<file path="config.mk">
export PLATFORM = sky130hd
export DESIGN_NAME = sl_receiver
export DESIGN_NICKNAME = d
export VERILOG_FILES = /design/src/rtl/sl_receiver.sv
export SDC_FILE = /design/constraint.sdc
export NUM_CORES = 1
export LEC_CHECK = 0
export CAP_MARGIN = 20
export CORE_MARGIN = 2
export CORE_UTILIZATION = 60
export CTS_BUF_LIST = sky130_fd_sc_hd__clkbuf_2 sky130_fd_sc_hd__clkbuf_4 sky130_fd_sc_hd__clkbuf_8
export DETAILED_ROUTE_END_ITERATION = 16
export PLACE_DENSITY = 0.83
export SYNTH_ARGS = -nofsm -noshare
export SYNTH_HDL_FRONTEND = slang
export SYNTH_SLANG_ARGS = --single-unit
</file>
<file path="constraint.sdc">
create_clock -name clk -period 6.4 [get_ports clk]
set_clock_uncertainty 0.05 [all_clocks]
set_input_delay 1.28 -clock clk [delete_from_list [all_inputs] [get_ports clk]]
set_output_delay 1.28 -clock clk [all_outputs]
set_load 0.03 [all_outputs]
</file>
<file path="src/rtl/sl_receiver.sv">
// Receive side of the two-wire SL serial link: decodes return-to-idle pulses on
// SL0/SL1 into parity-checked words and exposes data/config/status registers.
module sl_receiver #(
  parameter int unsigned SYNC_STAGES = 2
) (
  input  logic        clk,
  input  logic        rst_n,
  input  logic        SL0,
  input  logic        SL1,
  input  logic [31:0] d_in,
  input  logic        addr,
  input  logic        wr_en,
  output logic [31:0] d_out,
  output logic        irq
);

  localparam int unsigned DATA_W  = 32;
  localparam int unsigned CFG_W   = 16;
  localparam int unsigned CNT_W   = 6;
  localparam int unsigned TMR_W   = 8;
  localparam int unsigned ST_W    = 5;
  localparam logic [CFG_W-1:0] CFG_RST = 16'h0210;

  typedef enum logic [2:0] {S_IDLE, S_BIT, S_GAP, S_STOP, S_HUNT} state_e;

  state_e                   state_q, state_d;
  logic [SYNC_STAGES-1:0]   sync0_q, sync0_d, sync1_q, sync1_d;
  logic [1:0]               pair_q, pair_d;
  logic [DATA_W:0]          data_q, data_d;
  logic [CNT_W-1:0]         cnt_q, cnt_d;
  logic [TMR_W-1:0]         tmr_q, tmr_d;
  logic [DATA_W-1:0]        rx_q, rx_d;
  logic [CFG_W-1:0]         cfg_q, cfg_d;
  logic [ST_W-1:0]          st_q, st_d;
  logic                     irq_q, irq_d;

  logic [1:0]       pair;
  logic             changed, is_pulse, bit_val, timeout;
  logic [5:0]       bq, wr_len;
  logic [2:0]       fq, fq_eff;
  logic [TMR_W-1:0] t_val, four_t;
  logic [DATA_W:0]  mask_full;
  logic [DATA_W-1:0] masked;
  logic             set_fe, set_pe, set_rm, set_ic, cfg_wr, len_ok;
  logic [ST_W-1:0]  st_set, st_clr;
  logic             unused_d_in;

  assign unused_d_in = ^d_in[31:16];

  // Line synchronizers; stage 0 samples the asynchronous pins
  always_comb begin
    sync0_d = {sync0_q[SYNC_STAGES-2:0], SL0};
    sync1_d = {sync1_q[SYNC_STAGES-2:0], SL1};
  end

  assign pair     = {sync1_q[SYNC_STAGES-1], sync0_q[SYNC_STAGES-1]};
  assign changed  = (pair != pair_q);
  assign is_pulse = (pair == 2'b10) || (pair == 2'b01);
  assign bit_val  = (pair == 2'b01);

  assign bq     = cfg_q[6:1];
  assign fq     = cfg_q[10:8];
  assign fq_eff = (fq > 3'd4) ? 3'd0 : fq;
  assign t_val  = TMR_W'(2) << fq_eff;
  assign four_t = t_val << 2;

  assign timeout   = !changed && (tmr_q >= four_t - TMR_W'(1));
  assign mask_full = (33'(1) << bq) - 33'(1);
  assign masked    = data_q[DATA_W-1:0] & mask_full[DATA_W-1:0];

  // Cycles since the synchronized pair last changed; parked at 0 in IDLE
  always_comb begin
    pair_d = pair;
    tmr_d  = tmr_q;
    if (state_q == S_IDLE || changed) begin
      tmr_d = '0;
    end else if (tmr_q != {TMR_W{1'b1}}) begin
      tmr_d = tmr_q + TMR_W'(1);
    end
  end

  // Symbol decoder FSM
  always_comb begin
    state_d = state_q;
    data_d  = data_q;
    cnt_d   = cnt_q;
    rx_d    = rx_q;
    set_fe  = 1'b0;
    set_pe  = 1'b0;
    set_rm  = 1'b0;
    case (state_q)
      S_IDLE: begin
        if (cfg_q[0]) begin
          if (is_pulse) begin
            data_d  = 33'(bit_val);
            cnt_d   = CNT_W'(1);
            state_d = S_BIT;
          end else if (pair == 2'b00) begin
            state_d = S_HUNT;
          end
        end
      end
      S_BIT: begin
        if (timeout || pair == 2'b00 || (is_pulse && changed)) begin
          set_fe  = 1'b1;
          state_d = S_HUNT;
        end else if (pair == 2'b11) begin
          state_d = S_GAP;
        end
      end
      S_GAP: begin
        if (timeout) begin
          set_fe  = 1'b1;
          state_d = S_HUNT;
        end else if (is_pulse) begin
          if (cnt_q > CNT_W'(DATA_W)) begin
            set_fe  = 1'b1;
            state_d = S_HUNT;
          end else begin
            data_d[cnt_q] = bit_val;
            cnt_d         = cnt_q + CNT_W'(1);
            state_d       = S_BIT;
          end
        end else if (pair == 2'b00) begin
          state_d = S_STOP;
        end
      end
      S_STOP: begin
        if (timeout || is_pulse) begin
          set_fe  = 1'b1;
          state_d = S_HUNT;
        end else if (pair == 2'b11) begin
          state_d = S_IDLE;
          if (7'(cnt_q) != 7'(bq) + 7'd1) begin
            set_fe = 1'b1;
          end else if (!(^masked ^ data_q[bq])) begin
            set_pe = 1'b1;
          end else begin
            rx_d   = masked;
            set_rm = 1'b1;
          end
        end
      end
      S_HUNT: begin
        if (pair == 2'b11 && !changed && tmr_q >= t_val - TMR_W'(1)) begin
          state_d = S_IDLE;
        end
      end
      default: state_d = S_IDLE;
    endcase
  end

  // Config write, sticky status with write-zero-to-clear, interrupt
  always_comb begin
    cfg_wr = wr_en && addr;
    wr_len = d_in[6:1];
    len_ok = (wr_len >= 6'd8) && (wr_len <= 6'd32) && !d_in[1];
    cfg_d  = cfg_q;
    set_ic = 1'b0;
    if (cfg_wr) begin
      if (len_ok && state_q == S_IDLE) begin
        cfg_d = d_in[15:0];
      end else begin
        set_ic = 1'b1;
      end
    end
    st_set = {set_rm && st_q[0], set_fe, set_ic, set_pe, set_rm};
    st_clr = cfg_wr ? ~d_in[12:8] : '0;
    st_d   = (st_q & ~st_clr) | st_set;
    irq_d  = cfg_q[7] && (|st_q);
  end

  always_ff @(posedge clk or negedge rst_n) begin
    if (!rst_n) begin
      state_q <= S_IDLE;
      sync0_q <= '1;
      sync1_q <= '1;
      pair_q  <= 2'b11;
      data_q  <= '0;
      cnt_q   <= '0;
      tmr_q   <= '0;
      rx_q    <= '0;
      cfg_q   <= CFG_RST;
      st_q    <= '0;
      irq_q   <= 1'b0;
    end else begin
      state_q <= state_d;
      sync0_q <= sync0_d;
      sync1_q <= sync1_d;
      pair_q  <= pair_d;
      data_q  <= data_d;
      cnt_q   <= cnt_d;
      tmr_q   <= tmr_d;
      rx_q    <= rx_d;
      cfg_q   <= cfg_d;
      st_q    <= st_d;
      irq_q   <= irq_d;
    end
  end

  assign d_out = addr ? {3'b000, st_q, 7'b0000000, (state_q != S_IDLE), cfg_q} : rx_q;
  assign irq   = irq_q;

endmodule

</file>
==> metrics <==
run status=complete, no violations; area leader, netlist=dfrtp_1; drt wl/cell=19.9 um; initial antenna violation count=0; I/O pin cnt=71; Yosys warnings=0; Core ar.=12600 um^2; Hold Crit Depth=0; Post-Syn Area=7740 um^2; 1st-pass router iterations=5; Adder-Cell Fraction of Synth Area=3.72%; H-tree depth=3; GRT Overall Usage=30.4%; cell with the most instances after synthesis=dfrtp_1; Post-Synth XOR/XNOR Area=7.27%; Die Y=118 um; Critical Setup Path Class=reg -> reg; share of post-route cells with drive strength above 1=13.5%; complex-gate fraction of the synthesized area=17.2%; WP depth=17; Peak VDD IR=0.223 mV; Die Area=13800 um^2; Reg2Reg Depth=17; Critical Path Source Type=register; mux cell area share after synthesis=11.1%; sequential fraction of the synthesis area=35.7%; vias per cell=6.37; met2 routed WL=9.51 mm; cells after synthesis=856; total negative slack=0 ns; max cap viols=0; # setup viols final=0; final setup margin=0.895 ns; post-layout min period=5.51 ns; largest net degree at the start of global routing=62; CTS clk-pin slew, worst paths=0.10 ns; root buffer cell=clkbuf_8; final core occ=67.8%; Worst Hold Class=reg -> reg; pwr/cell area=369 nW/um^2; critical path data arrival time=5.73 ns; count of final hold-check violations=0; Post-Syn Area per Cell=9.05 um^2; # resized after CTS=0; latest clock arrival within the worst-skew pair=0.40 ns; Netlist cell types=80; DR top layer=met4; gpl congestion=0.970; Relative slew margins=32.0%; CTS tree=yes; CTS max path bufs=2; Crit. End Element=register; synthesis-to-finish area growth=10.5%; CP required=6.63 ns; CTS sink cnt=110; DRC=0; Initial Util=61.4%; synth cell count leaders=dfrtp_1 (102), o21ai_0 (100), nor2_1 (84); Top FF cell, synth=dfrtp_1; Final Slew Violations=0; Row Count=41; hold buffer count at cts=0; fillers=1015; crit-path max FO=26; Lkg Pwr=0.00362 uW; EDFF count, synth=0; first-pass GRT wire length=33.4 mm; nets=942; Buffers & Inverters on Critical Path=3; Synth Register Bits=110; Post-Synth Simple-Gate Area=20.3%; synth top area cells=dfrtp_1 (33%), o21ai_0 (6.5%), mux2_2 (6.1%); Synth top area share=33.0%; 1st-iter DRT viols=721; I/O Buffers=54; Ant. Diodes=0; worst-margin pin slew=1.01 ns; slowest CP cell=dfrtp_1; unrepaired setup endpoints after global routing=false; CTS Buf Count=9; slowest stage delay, CP=0.67 ns; vias in the first global route=6224; Place WS=1.07 ns; cell family with most CP delay=simple AND/OR/NAND/NOR gates; total gr overflow=0; Antenna Violating Nets Remaining=0; postcts setup bufs=0; largest family of logic cells by synthesized area=simple AND/OR/NAND/NOR gates; critical path cell sequence=inv_1, ha_1, buf_4, nor2b_1, nand2_1, ha_1, o21ai_1, nor3_1, nor3b_1, a41oi_1, o21ai_0, xnor3_1, xor2_1, xnor3_2, or2_1, buf_4, mux2_4; Die Wd=118 um; wl on met1=8.97 mm; Detailed Place HPWL=15.3 mm; fin crit share=86.0%; Fmax=0.182 GHz; Vias=6735; ys async rst share=100%; final WL=21.0 mm; met3 wire len=1.77 mm
[cell usage in the layout, fill, tap and decap left out, types with 16 or more instances in the layout]
| master | synthesis | final |
|---|---|---|
| dfrtp_1 | 102 | 102 |
| o21ai_0 | 100 | 100 |
| nor2_1 | 84 | 84 |
| nand2_1 | 56 | 56 |
| clkdlybuf4s50_1 | 0 | 53 |
| mux2_2 | 42 | 42 |
| nand3_1 | 30 | 30 |
| nor2b_1 | 27 | 27 |
| xnor2_1 | 27 | 27 |
| a21oi_1 | 24 | 24 |
| nor3_1 | 24 | 24 |
| ha_1 | 23 | 23 |
| inv_1 | 21 | 21 |
| buf_4 | 1 | 18 |
| a31oi_1 | 17 | 17 |
| mux2_4 | 16 | 16 |
[flip-flops by register name, summed over array words and instances, names as in the netlist]
signal,count
st_q,5
rx_q,32
irq,1
state_q,3
tmr_q,8
sync0_q,2
sync1_q,2
cfg_q,16
cnt_q,6
data_q,33
pair_q,2
[cell families after synthesis]
family / after synthesis
buffers and inverters: 81
AO/OA/AOI/OAI: 214
multiplexers: 73
adder cells (fa/ha/maj): 23
flip-flops: 110
AND/OR/NAND/NOR: 304
other: 1
XOR/XNOR: 50
[cell type report]
class | count | area [um^2] | share of cell area [%]
well taps | 172 | 215 | 2.51
flip-flops and latches | 110 | 2760 | 32.3
multi-input cells | 666 | 4630 | 54.1
inverters | 23 | 86.3 | 1.01
clock inverters | 5 | 58.8 | 0.687
repair buffers | 71 | 666 | 7.78
clock buffers | 11 | 139 | 1.62
[per-stage QoR]
step | hold slack (ns) | total power, uW | instance area, um^2 | instances
2_1_floorplan | 0.295 | 2220 | 7750 | 857
3_3_place_gp | 0.295 | 2670 | 8360 | 1042
3_5_place_dp | 0.298 | 2690 | 8360 | 1042
4_1_cts | 0.311 | 3120 | 8560 | 1058
5_1_grt | 0.314 | 3330 | 8560 | 1058
6_report | 0.310 | 3160 | 8560 | 1058
[layer usage]
layer | GRT usage, % | up-vias
li1 | - | 3119
met1 | 42.3 | 3211
met2 | 47.5 | 344
met3 | 4.89 | 61
met4 | 12.2 | 0
met5 | 0 | -
[worst paths after layout]
| kind | startpoint | end | slack [ns] |
|---|---|---|---|
| max in group asynchronous | rst_n | data_q[10]$_DFFE_PN0P_ | 4.27 |
| min in group asynchronous | rst_n | irq$_DFF_PN0_ | 0.83 |
| min reg2reg | sync0_q[0]$_DFF_PN1_ | sync0_q[1]$_DFF_PN1_ | 0.31 |
| min | sync0_q[0]$_DFF_PN1_ | sync0_q[1]$_DFF_PN1_ | 0.31 |
| max | cfg_q[1]$_DFFE_PN0P_ | rx_q[19]$_DFFE_PN0P_ | 0.89 |
| max reg2reg | cfg_q[1]$_DFFE_PN0P_ | rx_q[19]$_DFFE_PN0P_ | 0.89 |
[power by group]
part	switching [uW]	internal, uW
Combinational	1090	701
Sequential	163	775
Clock	237	191
Total	1490	1670
No activity file was read; power rests on OpenSTA's default activity.
